**config.mk**
```make
export PLATFORM = sky130hd
export DESIGN_NAME = pwm_fade_controller
export DESIGN_NICKNAME = d
export VERILOG_FILES = /design/src/rtl/pwm_fade_controller.sv
export SDC_FILE = /design/constraint.sdc
export NUM_CORES = 1
export LEC_CHECK = 0
export ABC_AREA = 0
export BUFFER_PORTS_ARGS = -buffer_cell sky130_fd_sc_hd__buf_4
export CORE_ASPECT_RATIO = 1.75
export CORE_MARGIN = 4
export CORE_UTILIZATION = 51
export DETAILED_ROUTE_END_ITERATION = 8
export PLACE_DENSITY = 0.81
export SYNTH_ARGS = -nofsm -noshare
export SYNTH_HDL_FRONTEND = slang
export SYNTH_SLANG_ARGS = --single-unit
```
**constraint.sdc**
```tcl
create_clock -name clk -period 2.3 [get_ports clk]
set_input_delay 0.23 -clock clk [delete_from_list [all_inputs] [get_ports clk]]
set_output_delay 0.23 -clock clk [all_outputs]
set_load 0.03 [all_outputs]
```
**src/rtl/pwm_fade_controller.sv**
```systemverilog
// Duty-cycle fader feeding a PWM generator: ramps duty one count per step toward a
// clamped target, pulsing update_parameters on every change.
//
//   state  | meaning
//   IDLE   | no fade pending, outputs hold
//   LOAD   | new period/duty presented, interval counter loaded
//   WAIT   | counting down the step interval
//   STEP   | duty moved one count toward target
//   DONE   | target reached, done pulse
module pwm_fade_controller #(
  parameter int WIDTH      = 4,
  parameter int RATE_WIDTH = 8
) (
  input  logic                  clk,
  input  logic                  reset,
  input  logic                  start,
  input  logic [WIDTH-1:0]      period_in,
  input  logic [WIDTH-1:0]      target_duty,
  input  logic [RATE_WIDTH-1:0] step_interval,
  output logic [WIDTH-1:0]      pwm_period,
  output logic [WIDTH-1:0]      pwm_duty_cycle,
  output logic                  update_parameters,
  output logic                  busy,
  output logic                  done
);

  typedef enum logic [2:0] {S_IDLE, S_LOAD, S_WAIT, S_STEP, S_DONE} state_t;

  state_t                state_q, state_d;
  logic [WIDTH-1:0]      period_q, period_d;
  logic [WIDTH-1:0]      duty_q, duty_d;
  logic [WIDTH-1:0]      tgt_q, tgt_d;
  logic [RATE_WIDTH-1:0] ivl_q, ivl_d;
  logic [RATE_WIDTH-1:0] cnt_q, cnt_d;
  logic                  upd_q, upd_d;
  logic                  busy_q, busy_d;
  logic                  done_q, done_d;

  logic [WIDTH-1:0]      ceil_in;
  logic [WIDTH-1:0]      tgt_in;
  logic                  advance;

  // A zero period yields a zero ceiling, which also forces the target to zero.
  assign ceil_in = (period_in == '0) ? '0 : period_in - WIDTH'(1);
  assign tgt_in  = (target_duty < period_in) ? target_duty : ceil_in;

  always_ff @(posedge clk or negedge reset) begin
    if (!reset) begin
      state_q  <= S_IDLE;
      period_q <= '0;
      duty_q   <= '0;
      tgt_q    <= '0;
      ivl_q    <= '0;
      cnt_q    <= '0;
      upd_q    <= 1'b0;
      busy_q   <= 1'b0;
      done_q   <= 1'b0;
    end else begin
      state_q  <= state_d;
      period_q <= period_d;
      duty_q   <= duty_d;
      tgt_q    <= tgt_d;
      ivl_q    <= ivl_d;
      cnt_q    <= cnt_d;
      upd_q    <= upd_d;
      busy_q   <= busy_d;
      done_q   <= done_d;
    end
  end

  always_comb begin
    state_d  = state_q;
    period_d = period_q;
    duty_d   = duty_q;
    tgt_d    = tgt_q;
    ivl_d    = ivl_q;
    cnt_d    = cnt_q;
    upd_d    = 1'b0;
    busy_d   = 1'b0;
    done_d   = 1'b0;
    advance  = 1'b0;

    if (start) begin
      state_d  = S_LOAD;
      period_d = period_in;
      tgt_d    = tgt_in;
      ivl_d    = step_interval;
      cnt_d    = step_interval;
      duty_d   = (duty_q > ceil_in) ? ceil_in : duty_q;
      upd_d    = 1'b1;
      busy_d   = 1'b1;
    end else begin
      case (state_q)
        S_IDLE: ;
        S_LOAD, S_STEP: begin
          if (duty_q == tgt_q) begin
            state_d = S_DONE;
            done_d  = 1'b1;
          end else begin
            advance = 1'b1;
          end
        end
        S_WAIT:  advance = 1'b1;
        S_DONE:  state_d = S_IDLE;
        default: state_d = S_IDLE;
      endcase

      // Outputs are registered, so the step is issued on the edge where the
      // counter already reads zero; the pulse spacing is therefore interval+1.
      if (advance) begin
        busy_d = 1'b1;
        if (cnt_q == '0) begin
          state_d = S_STEP;
          duty_d  = (duty_q < tgt_q) ? duty_q + WIDTH'(1) : duty_q - WIDTH'(1);
          cnt_d   = ivl_q;
          upd_d   = 1'b1;
        end else begin
          state_d = S_WAIT;
          cnt_d   = cnt_q - RATE_WIDTH'(1);
        end
      end
    end
  end

  assign pwm_period        = period_q;
  assign pwm_duty_cycle    = duty_q;
  assign update_parameters = upd_q;
  assign busy              = busy_q;
  assign done              = done_q;

endmodule

```
* Word level (Yosys, flattened, before mapping) *
Cells that the tools add are included.

storage, ports and cells
  flip-flop bits (word level) = 34
  bits of input ports = 19

cells by class
  add/sub/neg operators = 4
  $lt $le $gt $ge = 3
  equality and inequality tests = 7
  mux-type cells = 26
  reduce and logical (&&, ||, !) cells = 9

operators by type and width
  kind                                                                 number
  4-bit two-way mux                                                    7
  8-bit two-way mux                                                    3
  1-bit two-way mux                                                    11
  3-bit two-way mux                                                    3
  8-bit logical NOT                                                    1
  4-bit < comparator                                                   2
  4-bit by 1-bit subtractor with 4-bit output (second input constant)  2
  8-bit by 1-bit subtractor with 8-bit output (second input constant)  1
  3-bit by 2-bit == test with 1-bit output (second input constant)     2
  3-bit case mux with 2 select lines                                   1
  4-bit by 1-bit adder with 4-bit output (second input constant)       1
  4-bit == test                                                        1
  4-bit greater-than comparator                                        1
  4-bit logical NOT                                                    1
  4-bit != test (second input constant)                                1
  2-bit nonzero test                                                   2
  2-bit OR reduction                                                   2
  3-bit by 1-bit == test with 1-bit output (second input constant)     1
  3-bit logical NOT                                                    1
  3-bit by 1-bit != test with 1-bit output (second input constant)     1
  3-bit AND reduction                                                  1
  2-bit by 1-bit != test with 1-bit output (second input constant)     1
  1-bit case mux with 2 select lines                                   1
  2-bit AND reduction                                                  1

* Longest topological paths before layout *
  depth in word-level cells = 6
  mapped depth = 11
  gate-level depth less buffers = 11

* Least setup slack after synthesis *
No wires, ideal clock.

  kind = reg-to-reg
  start point = register duty_q[0] (netlist: pwm_duty_cycle[0])
  end point = register duty_q[3] (netlist: pwm_duty_cycle[3])
  setup time = 0.087 ns
  arrival time = 2.449 ns
  slack = -0.235 ns
  cell stages (with the launch flop) = 12
  path buffers = 0
  period minus slack after synthesis = 2.535 ns
  cell sequence = dfrtp_1 -> inv_1 -> ha_1 -> inv_1 -> a21oi_1 -> o21ai_0 -> ha_1 -> a21o_1 -> a21oi_1 -> xnor2_1 -> xnor2_1 -> a211oi_2

on the way
  longest elaborated chain between the ends = 6
  elaborated cells on any way between the ends = 15

RTL lines
  element                             line  text
  from (decl)                         31    logic [WIDTH-1:0] duty_q, duty_d;
  from (signal assigned)              61    duty_q <= duty_d;
  4-bit == test                       96    if (duty_q == tgt_q) begin
  1-bit two-way mux                   96
  1-bit case mux with 2 select lines  93    case (state_q)
  1-bit two-way mux                   83    if (start) begin
  2-bit nonzero test (no line)        n/a
  3-bit AND reduction (no line)       n/a

Parallel ways exist; a longest one is shown, timed or not. The select of a mux whose other input is x is not followed.
A chain may end at the register's enable or synchronous reset.

* Worst setup path in the final report *
  start point = register duty_q[3] (netlist: pwm_duty_cycle[3])
  end point = register duty_q[3] (netlist: pwm_duty_cycle[3])

Same word-level chain as after synthesis.

==> impl_summary.md <==
Layout
The total area of sequential cells is 852 µm². From synthesis to final layout, the design area changed by 20.6%. Of the cells placed in the final design, the portion with a size suffix greater than 1 is 29.6%. The combined area of the multi-input logic cells is 0.00110 mm². The final layout contains 273 nets.

The number of antenna diodes in the final layout is 0. Cells fill 63.5% of the core in the end. The filler cells instantiated in the layout total 346. After routing the design area is 0.00248 mm².

Global routing
The via count of the first global-routing pass came to 1586. The initial antenna violation count is 0. The total track usage is 17.4%. The global-route wire length before repair is 7.13 mm.

The final global-route overflow total is 0. Entering global routing, the biggest net connects 46 pins.

Die
The placeable core area is 0.00390 mm². In this run the count of I/O pins placed on the die edge is 30. Measured along the y axis, the die boundary spans 92.0 µm.

The initial utilization of the core area, before any placement, comes to 52.7%. The die is 56.0 µm wide. The area of the die is 0.00515 mm².

In this run the core area contains 30 standard-cell rows.

STA
The final number of hold-violating endpoints is 0. The slew at the pin with the worst max-slew slack is 0.479 ns. The minimum clock period after layout is 2.19 ns. The total count of max-transition violations in the final report is 0. The sum of negative setup slack is 0 ns. Headroom to the max-slew limit came out at 67.9%. After layout, the worst setup slack is 0.110 ns. The final period utilization is 95.2%. On the final layout, the worst clock skew is 0.00848 ns. The maximum clock frequency is 457 MHz. Setup violations remaining at the end of the flow were counted as 0.

Synthesis
The main flop type after synthesis is sky130_fd_sc_hd__dfrtp_1. The cell area that synthesis handed to floorplanning was 0.00206 mm². Sequential elements use 41.4% of the synthesized area. The share of async-settable or async-resettable flops after synthesis is 100%. The total of warnings raised by yosys is 0.

The number of synthesized flops with an enable pin is 0. The cell count after synthesis is 203. The synthesized area divided by synthesized cell count is 10.1 µm². The number of synthesized register bits is 34. The net count after synthesis is 237. The count of distinct cell types in the synthesized netlist is 47.

Routing
The detail route stage leaves a number of antenna-violating nets equal to 0. The average detailed-routed wire length per instance is 13.8 µm. Summed over all nets, wire length on met3 after detailed routing comes to 108 µm. The count of unresolved DRC violations after routing is 0.

The final wirelength is 3.98 mm. The routed length on met2 is 2.19 mm. The first detailed-routing pass took 4 iterations. For this block, the initial DRC count from the detailed router was 34. For this block, the via count after detailed routing is 1564. The via-per-instance ratio is 5.43.

The detailed router put a total of 1.59 mm of wire on met1. The highest layer touched by signal routing is met4.

Placement
The final weighted congestion of routability-driven global placement is 0.813. The post-place instance area is 0.00236 mm². The count of input and output buffers is 29. The total half-perimeter wirelength after legalization and detailed placement is 2.95 mm. The post-placement worst setup slack is 0.0154 ns.

Clock network
The clock tree from TritonCTS is built. TritonCTS created 5 clock buffers. The longest clock path from root to sink contains 2 buffers. For the worst-skew pair, the clock arrives at the later sink with an insertion delay of 0.29 ns.

The H-tree was split into 2 levels. The clock edge transition at the registers on the reported setup and hold paths is 0.07 ns. Clock tree synthesis found a total of 34 sinks. The clock tree root buffer cell is sky130_fd_sc_hd__clkbuf_8.

Run status
The flow ran to the end, and the final reports show no timing, DRC or antenna violations.

Critical path
STA classifies the critical path startpoint as a flip-flop. In this design, the stage delay of the slowest critical-path cell is 0.41 ns. By startpoint and endpoint, the worst setup path is classified as reg -> reg. For flop-to-flop paths, the worst setup slack is 0.11 ns. The maximum fanout encountered on the critical timing path is 3. The endpoint type of the worst setup path is a flip-flop.

Walking the worst path, the cells encountered are ha_1 > a21oi_2 > o21ai_4 > buf_4 > ha_1 > a21oi_1 > xnor2_1 > xnor2_1 > a211oi_2. The standard cell with the maximum stage delay on the critical path is sky130_fd_sc_hd__dfrtp_1. The arrival time reported for the critical path endpoint is 2.40 ns. STA puts the critical path data required time at 2.51 ns.

Power
The standby leakage power is 1.15 nW. The cell area power density is 973 mW/mm². Overall power consumption after layout is estimated at 0.00241 W.

IR analysis of the VDD net gives a maximum drop of 688 µV.

Flow run
The tool flagged a number of max-cap violations equal to 0.

Min path
The worst hold path belongs to the class in -> reg.
final cells by class:
class	instances	area share, %
Sequential cell	34	34.4
Inverter	20	3.03
Clock buffer	6	3.33
Multi-Input combinational cell	141	44.6
Timing Repair Buffer	37	11.8
Clock inverter	2	0.505
Tap cell	48	2.42
metal layers:
metal	global-route usage, %	vias up
met4	6.93	0
met5	0	-
li1	-	787
met3	3.10	10
met1	19.6	745
met2	31.5	22
what timing repair did:
item / 4_1_cts / 5_1_grt
endpoints found under the setup margin: 0 / 1
hold buffers: 1 / 0
hold endpoints to repair: 34 / 0
gates resized for setup: 0 / 3
setup buffers: 0 / 1
synth_stat cells (all sizes together), types with 2 or more instances:
master | number | area [µm²]
a21boi | 2 | 15.0
a21oi | 14 | 73.8
a221oi | 2 | 30.0
and2 | 2 | 15.0
buf | 6 | 33.8
clkbuf | 2 | 7.51
dfrtp | 34 | 851
ha | 14 | 175
inv | 20 | 75.1
mux2 | 11 | 124
mux2i | 10 | 100
nand2 | 15 | 56.3
nand2b | 6 | 37.5
nand3 | 3 | 15.0
nor2 | 9 | 41.3
nor2b | 3 | 18.8
nor3 | 6 | 35.0
nor4 | 4 | 25.0
nor4b | 2 | 47.6
o211ai | 2 | 15.0
o21a | 2 | 15.0
o21ai | 13 | 65.1
or2 | 2 | 12.5
xnor2 | 3 | 26.3
per-stage QoR:
stage / hold WS (ns) / instances
2_1_floorplan: -0.0656 / 203
3_3_place_gp: 0.199 / 278
3_5_place_dp: 0.202 / 278
4_1_cts: 0.157 / 287
5_1_grt: 0.179 / 288
6_report: 0.165 / 288
cells by family after synthesis:
kind of cell / after synthesis / synth area share (%)
xor gates and xnor gates: 3 / 1.28
DFF: 34 / 41.4
muxes: 21 / 10.9
AOI/OAI and AO/OA: 47 / 15.5
and+or+nand+nor: 55 / 15.8
buffers and inverters: 28 / 5.66
adders and majority gates: 15 / 9.49
registers in the layout (all words and copies together), names as in the netlist:
name / cells
cnt_q: 8
ivl_q: 8
pwm_duty_cycle: 4
pwm_period: 4
tgt_q: 4
state_q: 3
busy: 1
done: 1
update_parameters: 1
final timing paths:
check | start | endpoint | cells after the start
max in group asynchronous | reset | pwm_duty_cycle[0] | 2
min in group asynchronous | reset | ivl_q[0] | 2
hold reg to reg | state_q[2] | state_q[2] | 1
hold / removal | step_interval[0] | cnt_q[0] | 3
setup reg to reg | pwm_duty_cycle[3] | pwm_duty_cycle[3] | 9
setup / recovery | pwm_duty_cycle[3] | pwm_duty_cycle[3] | 9
critical path, delay by kind of cell, from the launching register on:
kind / cells / cell delay (ns)
AOI/OAI and AO/OA: 4 / 0.66
xor gates and xnor gates: 2 / 0.25
adders and majority gates: 2 / 0.64
buffers and inverters: 1 / 0.15
DFF: 1 / 0.41
cell usage in the layout (no fill, tap or decap), types with 3 or more instances in the layout:
| cell | instances |
|---|---|
| sky130_fd_sc_hd__ha_1 | 14 |
| sky130_fd_sc_hd__nor4_1 | 4 |
| sky130_fd_sc_hd__clkbuf_8 | 6 |
| sky130_fd_sc_hd__nand2_1 | 15 |
| sky130_fd_sc_hd__dfrtp_1 | 33 |
| sky130_fd_sc_hd__nand3_1 | 3 |
| sky130_fd_sc_hd__nand2b_1 | 6 |
| sky130_fd_sc_hd__nor3_1 | 5 |
| sky130_fd_sc_hd__xnor2_1 | 3 |
| sky130_fd_sc_hd__nor2b_1 | 3 |
| sky130_fd_sc_hd__nor2_1 | 8 |
| sky130_fd_sc_hd__buf_4 | 35 |
| sky130_fd_sc_hd__o21ai_0 | 10 |
| sky130_fd_sc_hd__inv_1 | 19 |
| sky130_fd_sc_hd__mux2i_1 | 10 |
| sky130_fd_sc_hd__mux2_2 | 11 |
| sky130_fd_sc_hd__a21oi_1 | 12 |
report_power, final:
group	switching, W	internal [W]	leakage [nW]
Clock	0.000224	0.000240	0.0472
Sequential	0.0000832	0.000699	0.408
Combinational	0.000628	0.000538	0.700
Power figures use the tool's default switching activity.
